File: config.mk
export PLATFORM = sky130hd
export DESIGN_NAME = mux_conf_sequencer
export DESIGN_NICKNAME = d
export VERILOG_FILES = /design/src/rtl/mux_conf_sequencer.sv
export SDC_FILE = /design/constraint.sdc
export NUM_CORES = 1
export LEC_CHECK = 0
export CORE_UTILIZATION = 25
export DETAILED_ROUTE_END_ITERATION = 8
export PLACE_DENSITY = 0.5
export SLEW_MARGIN = 15
export SYNTH_ARGS = -nofsm -noshare
export SYNTH_HDL_FRONTEND = slang
export SYNTH_SLANG_ARGS = --single-unit
File: constraint.sdc
create_clock -name wb_clk_i -period 3.55 [get_ports wb_clk_i]
set_input_delay 0.355 -clock wb_clk_i [delete_from_list [all_inputs] [get_ports wb_clk_i]]
set_output_delay 0.355 -clock wb_clk_i [all_outputs]
set_load 0.01 [all_outputs]
File: src/rtl/mux_conf_sequencer.sv
// mux_conf_sequencer: initiator for the design-mux control interface.
// Holds designs in reset, clocks select/enables into the mux, then releases.
module mux_conf_sequencer #(
  parameter int CLK_HALF    = 2,
  parameter int CONF_PULSES = 3,
  parameter int RESET_HOLD  = 16
) (
  input  logic       wb_clk_i,
  input  logic       wb_rst_n,
  input  logic       req_valid,
  output logic       req_ready,
  input  logic [3:0] req_sel,
  input  logic       req_sys_reset_enb,
  input  logic       req_auto_reset_enb,
  input  logic [7:0] req_design_reset,
  output logic       mux_conf_clk,
  output logic [3:0] o_mux_sel,
  output logic       o_mux_sys_reset_enb,
  output logic       o_mux_auto_reset_enb,
  output logic [7:0] o_design_reset,
  output logic       busy,
  output logic       done
);

  if (CLK_HALF < 1 || CLK_HALF > 255) begin : g_bad_half
    $error("mux_conf_sequencer: CLK_HALF out of range 1..255");
  end
  if (CONF_PULSES < 2 || CONF_PULSES > 15) begin : g_bad_pulses
    $error("mux_conf_sequencer: CONF_PULSES out of range 2..15");
  end
  if (RESET_HOLD < 0 || RESET_HOLD > 255) begin : g_bad_hold
    $error("mux_conf_sequencer: RESET_HOLD out of range 0..255");
  end

  localparam logic [7:0] HALF_LAST = 8'(CLK_HALF - 1);
  localparam logic [7:0] HOLD_LAST =
    (RESET_HOLD > 0) ? 8'(RESET_HOLD - 1) : 8'd0;
  localparam logic [3:0] PULSE_CNT = 4'(CONF_PULSES);
  localparam bit         NO_HOLD   = (RESET_HOLD == 0);

  typedef enum logic [2:0] {
    S_IDLE,
    S_CLK_LO,
    S_CLK_HI,
    S_HOLD,
    S_DONE
  } state_t;

  state_t     state, state_n;
  logic [7:0] phase, phase_n;
  logic [3:0] pulse, pulse_n;
  logic [3:0] pulse_inc;
  logic [7:0] dr_cap, dr_cap_n;
  logic       cclk_n;
  logic [3:0] sel_n;
  logic       sys_n, auto_n;
  logic [7:0] dr_n;
  logic       busy_n, done_n;

  assign req_ready = (state == S_IDLE);
  assign pulse_inc = pulse + 4'd1;

  // Register state and every output so nothing leaks combinationally.
  always_ff @(posedge wb_clk_i or negedge wb_rst_n) begin
    if (!wb_rst_n) begin
      state                <= S_IDLE;
      phase                <= 8'd0;
      pulse                <= 4'd0;
      dr_cap               <= 8'h00;
      mux_conf_clk         <= 1'b0;
      o_mux_sel            <= 4'd0;
      o_mux_sys_reset_enb  <= 1'b1;
      o_mux_auto_reset_enb <= 1'b1;
      o_design_reset       <= 8'h00;
      busy                 <= 1'b0;
      done                 <= 1'b0;
    end else begin
      state                <= state_n;
      phase                <= phase_n;
      pulse                <= pulse_n;
      dr_cap               <= dr_cap_n;
      mux_conf_clk         <= cclk_n;
      o_mux_sel            <= sel_n;
      o_mux_sys_reset_enb  <= sys_n;
      o_mux_auto_reset_enb <= auto_n;
      o_design_reset       <= dr_n;
      busy                 <= busy_n;
      done                 <= done_n;
    end
  end

  // Next-state and next-output decode; hold everything unless changed.
  always_comb begin
    state_n  = state;
    phase_n  = phase;
    pulse_n  = pulse;
    dr_cap_n = dr_cap;
    cclk_n   = mux_conf_clk;
    sel_n    = o_mux_sel;
    sys_n    = o_mux_sys_reset_enb;
    auto_n   = o_mux_auto_reset_enb;
    dr_n     = o_design_reset;
    busy_n   = busy;
    done_n   = 1'b0;
    unique case (state)
      S_IDLE: begin
        if (req_valid) begin
          dr_cap_n = req_design_reset;
          sel_n    = req_sel;
          sys_n    = req_sys_reset_enb;
          auto_n   = req_auto_reset_enb;
          dr_n     = 8'hFF;
          pulse_n  = 4'd0;
          phase_n  = 8'd0;
          busy_n   = 1'b1;
          state_n  = S_CLK_LO;
        end
      end
      S_CLK_LO: begin
        if (phase == HALF_LAST) begin
          phase_n = 8'd0;
          cclk_n  = 1'b1;
          state_n = S_CLK_HI;
        end else begin
          phase_n = phase + 8'd1;
        end
      end
      S_CLK_HI: begin
        if (phase == HALF_LAST) begin
          phase_n = 8'd0;
          cclk_n  = 1'b0;
          pulse_n = pulse_inc;
          if (pulse_inc < PULSE_CNT) begin
            state_n = S_CLK_LO;
          end else if (NO_HOLD) begin
            dr_n    = dr_cap;
            done_n  = 1'b1;
            state_n = S_DONE;
          end else begin
            state_n = S_HOLD;
          end
        end else begin
          phase_n = phase + 8'd1;
        end
      end
      S_HOLD: begin
        if (phase == HOLD_LAST) begin
          phase_n = 8'd0;
          dr_n    = dr_cap;
          done_n  = 1'b1;
          state_n = S_DONE;
        end else begin
          phase_n = phase + 8'd1;
        end
      end
      S_DONE: begin
        busy_n  = 1'b0;
        state_n = S_IDLE;
      end
      default: begin
        state_n = S_IDLE;
      end
    endcase
  end

endmodule
# ---- Word level (Yosys, flattened, before mapping)
# Index checks and enable logic that the tools add are counted.
dict set report totals {
  register_bits 40
  output_inout_bits 18
  wordCells 61
}
dict set report op_classes {
  n_eq_ne 10
  n_lt_le_gt_ge 1
  muxes 23
  addsub 2
  reduce_logical 14
}
# cell count
set ops {}
lappend ops {{8-bit 2-to-1 mux} 5}
lappend ops {{8-bit one-hot mux with 3 select lines} 1}
lappend ops {{8-bit one-hot mux with 2 select lines} 1}
lappend ops {{3-bit 2-to-1 mux} 4}
lappend ops {{3-bit one-hot mux with 4 select lines} 1}
lappend ops {{3-bit AND reduction} 3}
lappend ops {{8-bit by 1-bit adder with 8-bit output, second input constant} 1}
lappend ops {{8-bit by 1-bit equality test with 1-bit output, second input constant} 1}
lappend ops {{8-bit by 4-bit equality test with 1-bit output, second input constant} 1}
lappend ops {{4-bit 2-to-1 mux} 2}
lappend ops {{2-bit inequality test, second input constant} 4}
lappend ops {{4-bit one-hot mux with 2 select lines} 1}
lappend ops {{2-bit nonzero test} 4}
lappend ops {{3-bit by 2-bit equality test with 1-bit output, second input constant} 2}
lappend ops {{2-bit AND reduction} 3}
lappend ops {{1-bit 2-to-1 mux} 5}
lappend ops {{4-bit by 1-bit adder with 4-bit output, second input constant} 1}
lappend ops {{4-bit by 2-bit less-than comparator with 1-bit output, second input constant} 1}
lappend ops {{1-bit one-hot mux with 2 select lines} 2}
lappend ops {{4-bit AND reduction} 1}
lappend ops {{3-bit by 1-bit equality test with 1-bit output, second input constant} 1}
lappend ops {{3-bit equality test, second input constant} 1}
lappend ops {{3-bit logical NOT} 1}
lappend ops {{3-bit nonzero test} 1}
lappend ops {{other kinds (2)} 2}

# ---- Logic depth before layout (Yosys ltp)
# Gate-level depths: netlist of run 1.
dict set report depth {
  word_depth 5
  ltp_mapped 7
}

# ---- Least setup slack after synthesis of run 1
# No wires, ideal clock.
dict set report synth_timing {
  path_kind {register to register}
  startpoint {reg state[1]}
  endpoint {reg pulse[3]}
  n_path_buf 1
  stages_incl_launch_ff 7
  slack_ns 1.844
  t_arrival_ns 1.578
  setup_ns 0.128
  required_time_ns 3.422
  path_cell_list {dfrtp_1 > buf_2 > nor3_1 > nand2_2 > and2_1 > o21ai_0 > o31ai_1}
}
dict set report synth_between {
  elab_chain_len 3
  word_cells_on_any_way 7
}
# item line_no
set synth_rtl {}
lappend synth_rtl {{start: declaration} 49} ;# state_t state, state_n;
lappend synth_rtl {{start signal: assignment} 78} ;# state <= state_n;
lappend synth_rtl {{3-bit logical NOT *} -}
lappend synth_rtl {{via req_ready} 11} ;# output logic req_ready,
lappend synth_rtl {{2-bit inequality test (no line) / 2-bit nonzero test (equally long branches)} -}
lappend synth_rtl {{3-bit AND reduction (no line)} -}
lappend synth_rtl {{end signal: assignment} 80} ;# pulse <= pulse_n;
lappend synth_rtl {{end: declaration} 51} ;# logic [3:0] pulse, pulse_n;
# Mark *: on every way through the listed nets, which the timed path passes. The rest lies on a longest branch.
# A chain may end at the register's enable or synchronous reset.

# ---- Final worst setup path of run 1
dict set report layout_timing {
  startpoint {reg state[1]}
  endpoint {out req_ready}
}
dict set report layout_between {
  elab_chain_len 1
}
# item line_no
set layout_rtl {}
lappend layout_rtl {{3-bit logical NOT} 60} ;# assign req_ready = (state == S_IDLE);
lappend layout_rtl {{end: declaration} 11}
# Every way passes these cells.

==> results of run 1 <==
==> metal layers <==
| layer | global-route usage (%) | share of wire, % | up-vias |
|---|---|---|---|
| met1 | 16.3 | 50 | 699 |
| met3 | 3.92 | 4.2 | 5 |
| met4 | 4.11 | 1.1 | 0 |
| met5 | 0 | 0 | - |
| li1 | - | - | 755 |
| met2 | 17.9 | 45 | 28 |
==> cell families after synthesis <==
group           count (synthesis)
fa+ha+maj                       4
flops                          40
buf+inv                        12
simple gates                  108
xor+xnor                        2
compound gates                 38
==> critical path: cells and delay by family (launching register included) <==
family	cells	cell delay (ps)
simple gates	1	440
buf+inv	1	630
flops	1	500
==> through the flow <==
step	total power (W)	util, %	instances
after floorplan	0.00106	-	204
after global placement	0.00131	31.7	330
after detailed placement	0.00131	31.7	330
after CTS	0.00172	33.4	338
after global routing	0.00183	33.4	338
final	0.00169	33.4	338
==> report_power, final <==
group | switching, W | internal, W | leakage [nW]
Sequential | 0.000103 | 0.000594 | 0.478
Combinational | 0.000328 | 0.000267 | 0.510
Clock | 0.000170 | 0.000230 | 0.0614
==> registers in the layout (all words and copies together), names as in the netlist, 3 cells and up <==
register / count
o_design_reset: 8
o_mux_sel: 4
phase: 8
dr_cap: 8
state: 3
pulse: 4
==> cells in the mapped netlist (2+ instances only) <==
cell and instances:
nor3_1 6, xor2_1 2, inv_1 5, a22o_2 2, o31ai_1 2, clkbuf_1 2
buf_2 3, and2_1 3, a21oi_1 12, o21ai_0 12, nand2_1 52, ha_1 4
nor2_1 24, nand3_1 7, or2_2 2, dfstp_2 2, a21o_1 2, dfrtp_1 38
a41oi_1 2, nand2b_1 4
==> cell type report <==
class | instances | share of cell area, %
Sequential cell | 40 | 41.7
Timing Repair Buffer | 34 | 13.9
Multi-Input combinational cell | 152 | 33.4
Clock buffer | 6 | 3.43
Clock inverter | 2 | 1.61
Inverter | 5 | 0.780
Tap cell | 99 | 5.15
==> path summary, 6_finish.rpt <==
path	start	to	depth (start not counted)
min in group wb_clk_i	o_mux_sys_reset_enb$_DFFE_PN1P_	o_mux_sys_reset_enb$_DFFE_PN1P_	2
worst max-delay path	state[1]$_DFFE_PN0P_	req_ready	2
worst max register to register	state[1]$_DFFE_PN0P_	pulse[2]$_DFFE_PN0P_	5
worst min register to register	o_mux_sys_reset_enb$_DFFE_PN1P_	o_mux_sys_reset_enb$_DFFE_PN1P_	2
worst min-delay path	wb_rst_n	mux_conf_clk$_DFFE_PN0P_	1
max in group asynchronous	wb_rst_n	state[0]$_DFFE_PN0P_	1
==> results.toml, run 1 <==
[yosys]
yosys.area_share.simple_pct = 26.8
synth_nets = 225
synth_fa_ha_area_share_pct = 2.68
seq_area_frac_synth_pct = 53.8
synth.area.top_cells = "dfrtp_1, nand2_1, nor2_1"
yosysWarnings = 0
ys_ff_latch = 40
ys.flop_type = "dfrtp_1"
synthXorXnorAreaFrac_pct = 0.939
ys_async_sr_fraction_pct = 100
synth_area_mm2 = 0.00187
synth_area_per_cell_um2 = 9.14
synth-compound-area-share_pct = 12.7
synthMuxAreaShare_pct = 0
synth_cells = 204
synth_top_area_cell = "dfrtp_1"
synth_cell_type_count = 38
synth_top_family_by_area = "simple AND/OR/NAND/NOR gates"
synth-edff-count = 0
synth_top_area_share_pct = 51.0

[timing]
fmax_mhz = 450
fin_hold_ws_ps = 181
post-route-period-util_pct = 62.6
skew_ps = 9.09
hold_viol = 0
final-setup-viol-count = 0
fin_tns_setup_ps = 0
slew_viol_final = 0
max_slew_margin_pct = 38.3
layout_setup_ws_ps = 1330
tightest_slew_ps = 926
grt_setup_unrepaired = "false"
period_needed_ps = 2220

[floorplanning]
dieArea_mm2 = 0.00781
die_w_um = 88.4
core_mm2 = 0.00721
row_count = 31
start_util_pct = 25.9
die_h_um = 88.4
io-pin-count = 35

[detailed_routing]
wire_per_inst_um = 12.3
avgViaCountPerCell = 4.40
drcViolationCount = 0
drt_iter0_drc = 83
wl_um = 4140
routed-via-count = 1487
drt_pass1_iterations = 5
drt.antenna.violating_nets = 0

[placement]
numPortBuffers = 34
placed_cell_area_mm2 = 0.00229
pre_cts_slack_ps = 1570
gp_congestion = 0.763
hpwl_um = 2850

[worst_setup_path]
crit_type = "register to output port"
required_ps = 3190
start_kind = "register"
worstPathCellList = "nor3_1 -> clkdlybuf4s50_1"
cp_slowest_cell = "clkdlybuf4s50_1"
regToRegSetupSlack_ps = 1600
worstPathArrival_ps = 1870
cp_max_fo = 11
max_stage_delay_ps = 630
endpoint_kind = "output port"

[clock_network]
clock_sinks = 40
ctsHtreeMaxLevel = 2
cts_root_buf = "clkbuf_8"
cts_made_buffers = 5
cts_buffer_depth = 2
clk_latency_ps = 290
hold_buffers = 0
post_cts_buffers = 0
tritoncts = "built"
cts_resized = 0
cts.reportedPaths.clkPinSlew_ps = 80

[cells_and_area]
drive_gt1_share_pct = 8.79
seqCellArea_mm2 = 0.00100
syn_to_final_growth_pct = 29.0
antenna_cells = 0
n_fill_cell = 788
multi_input_area_um2 = 805
final_cell_mix = "nand2_1, dfrtp_1, clkdlybuf4s50_1"
final_common_cell = "nand2_1"
fin_area_mm2 = 0.00241
nNetsFinal = 259

[pwr]
pwr_density_cell_mw_per_mm2 = 703
power.leakage_nw = 1.05
ir_drop_mv = 0.197

[global_routing]
antenna_found_initial = 0
grt_pass1_wl_um = 6960
grt_usage_pct = 12.0
grt_overflow = 0
grt_start_max_net_pins = 41
grt_pass1_vias = 1396

[run]
maxCapViolCount = 0

[min_path]
hp-class = "primary input to async pin"

[run_status]
status = "completed"
(Power assumes the default switching activity.)
==> inputs of run 2 (changes only) <==
--- a/config.mk
+++ b/config.mk
@@ -7,7 +7,7 @@
 export LEC_CHECK = 0
 export CORE_UTILIZATION = 25
 export DETAILED_ROUTE_END_ITERATION = 8
-export PLACE_DENSITY = 0.5
+export PLACE_DENSITY = 0.52
 export SLEW_MARGIN = 15
 export SYNTH_ARGS = -nofsm -noshare
 export SYNTH_HDL_FRONTEND = slang
==> constraint.sdc (replaced) <==
create_clock -name wb_clk_i -period 2 [get_ports wb_clk_i]
set_input_delay 0.2 -clock wb_clk_i [delete_from_list [all_inputs] [get_ports wb_clk_i]]
set_output_delay 0.2 -clock wb_clk_i [all_outputs]
set_load 0.01 [all_outputs]
==> results.toml, run 2 (same netlist as run 1, synthesis figures left out) <==
[run_status]
status = "completed"

[pwr]
power.leakage_nw = 1.06
p_switching_w = 0.00107
pwr-share-comb_pct = 38.1
total_power_w = 0.00287
p_seq_share_pct = 43.1
pwr_density_cell_mw_per_mm2 = 1180
p_int_w = 0.00180
clkPwrFrac_pct = 18.7
ir_drop_mv = 0.436
switching_share_pct = 37.2

[clock_network]
cts_made_buffers = 5
cts.reportedPaths.clkPinSlew_ps = 80
cts_buffer_depth = 2
cts_root_buf = "clkbuf_8"
clk_latency_ps = 300
ctsHtreeMaxLevel = 2
tritoncts = "built"
clock_sinks = 40

[timing]
final-setup-viol-count = 0
slew_viol_final = 0
tightest_slew_ps = 519
period_needed_ps = 1880
grt_setup_unrepaired = "false"
fmax_mhz = 532
max_slew_margin_pct = 65.4
post-route-period-util_pct = 93.9
skew_ps = 8.17
fin_tns_setup_ps = 0
hold_viol = 0

[worst_setup_path]
regToRegStartpoint = "state[2]$_DFFE_PN0P_"
endpoint_kind = "output port"
max_stage_delay_ps = 580
cp_slowest_cell = "clkdlybuf4s50_1"
cp-startpoint = "state[1]$_DFFE_PN0P_"
worstPathCellList = "nor3_2 -> clkdlybuf4s50_1"
cp_max_fo = 11
worstPathArrival_ps = 1680
crit_family = "buffers and inverters"
start_kind = "register"
crit_type = "register to output port"
required_ps = 1800
cp_num_buf_inv = 1

[detailed_routing]
drcViolationCount = 0
routed-via-count = 1482
wl_um = 4130
avgViaCountPerCell = 4.32
drt.antenna.violating_nets = 0
wire_per_inst_um = 12.0
drt_pass1_iterations = 4
drt_iter0_drc = 51

[cells_and_area]
syn_to_final_growth_pct = 29.9
drive_gt1_share_pct = 11.1
largestRegisters = "dr_cap x8, o_design_reset x8, phase x8"
final_cell_mix = "nand2_1, dfrtp_1, clkdlybuf4s50_1"
final_cells = 343
antenna_cells = 0
nNetsFinal = 264
final_common_cell = "nand2_1"

[placement]
gp_congestion = 0.781
hpwl_um = 2900
numPortBuffers = 34
placed_cells_incl_taps = 334

[min_path]
hp-start = "req_auto_reset_enb"
hp-class = "primary input to register"

[floorplanning]
die_h_um = 88.4
core_mm2 = 0.00721
die_w_um = 88.4
row_count = 31
start_util_pct = 25.9
dieArea_mm2 = 0.00781
io-pin-count = 35

[global_routing]
grt_overflow = 0
grt_pass1_vias = 1407
grt_usage_pct = 12.1
antenna_found_initial = 0
grt_start_max_net_pins = 41
grt_pass1_wl_um = 6980

[run]
maxCapViolCount = 0
==> run 2: per-stage QoR <==
stage	hold slack, ps	utilization [%]	setup WS, ps	area, um^2
2_1_floorplan	-95.6	-	294	1870
3_3_place_gp	305	32.1	210	2320
3_5_place_dp	312	32.1	192	2320
4_1_cts	396	33.5	98.4	2420
5_1_grt	414	33.6	18.5	2420
6_report	401	33.6	121	2420
==> run 2: worst min-delay path, cell delays in order <==
cell             delay [ps]
clkdlybuf4s50_1         400
nand2_1                  50
nand2_1                  40
==> run 2: repair_timing <==
item / 4_1_cts / 5_1_grt
endpoints found under the hold margin: 38 / 0
hold buffers: 1 / 0
setup endpoints to repair: 1 / 1
setup buffers: 0 / 0
gates resized for setup: 1 / 1
==> run 2: final timing paths <==
path	cells after the start	endpoint	slack [ps]
min in group asynchronous	3	busy$_DFFE_PN0P_	480
max	2	req_ready	120
min reg2reg	2	o_mux_auto_reset_enb$_DFFE_PN1P_	460
max in group asynchronous	3	o_mux_auto_reset_enb$_DFFE_PN1P_	1130
max reg2reg	5	o_design_reset[1]$_DFFE_PN0P_	200
min	3	o_mux_auto_reset_enb$_DFFE_PN1P_	400
==> run 2: power by group through the flow <==
stage,clock [W],combinational [W],sequential [W]
after detailed placement,0,0.00111,0.00125
after global routing,0.000592,0.00124,0.00128
after CTS,0.000566,0.00112,0.00124
final,0.000538,0.00110,0.00124
after global placement,0,0.00109,0.00125
after floorplan,0,0.000639,0.00124
==> run 2: final cells by class <==
class / count / area [um^2]
fillers: 770 / 4790
flip-flops and latches: 40 / 1000
multi-input cells: 152 / 815
repair buffers: 39 / 375
well taps: 99 / 124
clock buffers: 5 / 68.8
clock inverters: 3 / 18.8
inverters: 5 / 18.8
==> run 2: layer usage <==
| layer | global-route usage [%] | wire length, um | up-vias |
|---|---|---|---|
| met2 | 19.4 | 1950 | 22 |
| met4 | 5.28 | 71 | 0 |
| met1 | 15.5 | 1960 | 692 |
| li1 | - | - | 762 |
| met5 | 0 | 0 | - |
| met3 | 2.99 | 154 | 6 |
==> inputs of run 3 (changes only) <==
--- a/config.mk
+++ b/config.mk
@@ -7,7 +7,7 @@
 export LEC_CHECK = 0
 export CORE_UTILIZATION = 25
 export DETAILED_ROUTE_END_ITERATION = 8
-export PLACE_DENSITY = 0.52
+export PLACE_DENSITY_LB_ADDON = 0.3
 export SLEW_MARGIN = 15
 export SYNTH_ARGS = -nofsm -noshare
 export SYNTH_HDL_FRONTEND = slang
==> results.toml, run 3 (same netlist as run 1, synthesis figures left out) <==
[timing]
post-route-period-util_pct = 94.1
tightest_slew_ps = 533
fin_hold_ws_ps = 404
max_slew_margin_pct = 64.5
fin_tns_setup_ps = 0
hold_viol = 0
final-setup-viol-count = 0
grt_setup_unrepaired = "false"
period_needed_ps = 1880
layout_setup_ws_ps = 118
fmax_mhz = 531
slew_viol_final = 0
skew_ps = 8.99

[cells_and_area]
seqCellArea_mm2 = 0.00100
antenna_cells = 0
final_util_pct = 34.0
n_fill_cell = 765
multi_input_area_um2 = 810
final_cell_mix = "nand2_1, dfrtp_1, clkdlybuf4s50_1"
final_common_cell = "nand2_1"
drive_gt1_share_pct = 10.6
largestRegisters = "dr_cap x8, o_design_reset x8, phase x8"
nNetsFinal = 266
syn_to_final_growth_pct = 31.5

[worst_setup_path]
regToRegStartpoint = "phase[4]$_DFFE_PN0P_"
r2r.worst_path.cells = 5
cp-startpoint = "state[1]$_DFFE_PN0P_"
critPathCapture = "req_ready"
crit_type = "register to output port"
worstPathArrival_ps = 1680
cp_slowest_cell = "clkdlybuf4s50_1"
worstPathCellList = "nor3_2 -> clkdlybuf4s50_1"
crit_family = "buffers and inverters"
endpoint_kind = "output port"
start_kind = "register"
cp_num_buf_inv = 1
cp_max_fo = 11
max_stage_delay_ps = 590
r2r_end = "phase[4]$_DFFE_PN0P_"
regToRegSetupSlack_ps = 170
required_ps = 1800
cp_num_cells = 2

[pwr]
p_seq_share_pct = 42.9
p_int_w = 0.00184
pwr_density_cell_mw_per_mm2 = 1180
p_switching_w = 0.00107
power.leakage_nw = 1.07
ir_drop_mv = 0.326
switching_share_pct = 36.7
total_power_w = 0.00291
clkPwrFrac_pct = 17.9
pwr-share-comb_pct = 39.2

[detailed_routing]
wl_um = 4240
avgViaCountPerCell = 4.39
drt.antenna.violating_nets = 0
drt_iter0_drc = 108
routed-via-count = 1514
wire_per_inst_um = 12.3
drt_pass1_iterations = 4
drcViolationCount = 0

[run]
maxCapViolCount = 0

[placement]
numPortBuffers = 34
gp_congestion = 0.733
hpwl_um = 2940
pre_cts_slack_ps = 164

[floorplanning]
die_w_um = 88.4
dieArea_mm2 = 0.00781
die_h_um = 88.4
io-pin-count = 35
start_util_pct = 25.9
core_mm2 = 0.00721
row_count = 31

[clock_network]
clk_latency_ps = 290
cts.reportedPaths.clkPinSlew_ps = 70
ctsHtreeMaxLevel = 2
tritoncts = "built"
cts_made_buffers = 5
cts_root_buf = "clkbuf_8"
clock_sinks = 40
cts_buffer_depth = 2

[global_routing]
grt_pass1_vias = 1495
grt_overflow = 0
grt_start_max_net_pins = 22
grt_usage_pct = 12.2
grt_pass1_wl_um = 7280
antenna_found_initial = 0

[min_path]
hp-class = "primary input to register"

[run_status]
status = "completed"
[run 3: changes by cell type in the layout (fill, tap and decap cells not counted)]
cell,before,now
clkinv_4,1,0
clkinv_2,2,1
clkbuf_1,0,2
nand3_1,6,7
buf_12,0,2
nand3_2,1,0
[run 3: what timing repair did]
item,4_1_cts,5_1_grt
buffers inserted,0,1
setup endpoints to repair,1,8
hold buffers,1,0
hold endpoints to repair,18,0
pin swaps,0,1
gates resized for setup,1,0
[run 3: worst min-delay path, delay by kind of cell]
| kind | cells | cell delay, ps |
|---|---|---|
| buffers and inverters | 1 | 390 |
| AND/OR/NAND/NOR | 2 | 90 |
[run 3: how the worst min path moves through the flow]
stage | to | slack [ps] | depth (start not counted) | start
4_1_cts | o_mux_sys_reset_enb$_DFFE_PN1P_ | 400 | 3 | req_sys_reset_enb
6_report | o_mux_sys_reset_enb$_DFFE_PN1P_ | 400 | 3 | req_sys_reset_enb
2_1_floorplan | busy$_DFFE_PN0P_ | -100 | 0 | wb_rst_n
3_3_place_gp | phase[2]$_DFFE_PN0P_ | 210 | 1 | wb_rst_n
5_1_grt | o_mux_sys_reset_enb$_DFFE_PN1P_ | 400 | 3 | req_sys_reset_enb
3_5_place_dp | phase[2]$_DFFE_PN0P_ | 210 | 1 | wb_rst_n
[run 3: final cells by class]
type	instances	share of cell area, %
Sequential cell	40	40.9
Multi-Input combinational cell	152	33.0
Timing Repair Buffer	41	16.9
Tap cell	99	5.05
Clock buffer	7	3.11
Inverter	5	0.765
Clock inverter	1	0.204
[run 3: routing by layer]
metal / up-vias / share of wire, % / global-route usage [%] / wire length (um)
met4: 0 / 1.0 / 3.08 / 44
met3: 5 / 4.2 / 3.54 / 180
met1: 713 / 51 / 16.8 / 2160
li1: 765 / - / - / -
met2: 31 / 44 / 18.8 / 1850
met5: - / 0 / 0 / 0
[run 3: through the flow]
stage / area, um^2 / cells
5_1_grt: 2450 / 345
4_1_cts: 2430 / 344
2_1_floorplan: 1870 / 204
3_3_place_gp: 2340 / 335
6_report: 2450 / 345
3_5_place_dp: 2340 / 335
[run 3: power groups by stage]
stage / Sequential [W] / Combinational [W] / Clock [W]
after floorplan: 0.00124 / 0.000639 / 0
after global placement: 0.00126 / 0.00110 / 0
after detailed placement: 0.00126 / 0.00111 / 0
after CTS: 0.00125 / 0.00112 / 0.000548
after global routing: 0.00129 / 0.00129 / 0.000586
final: 0.00125 / 0.00114 / 0.000521
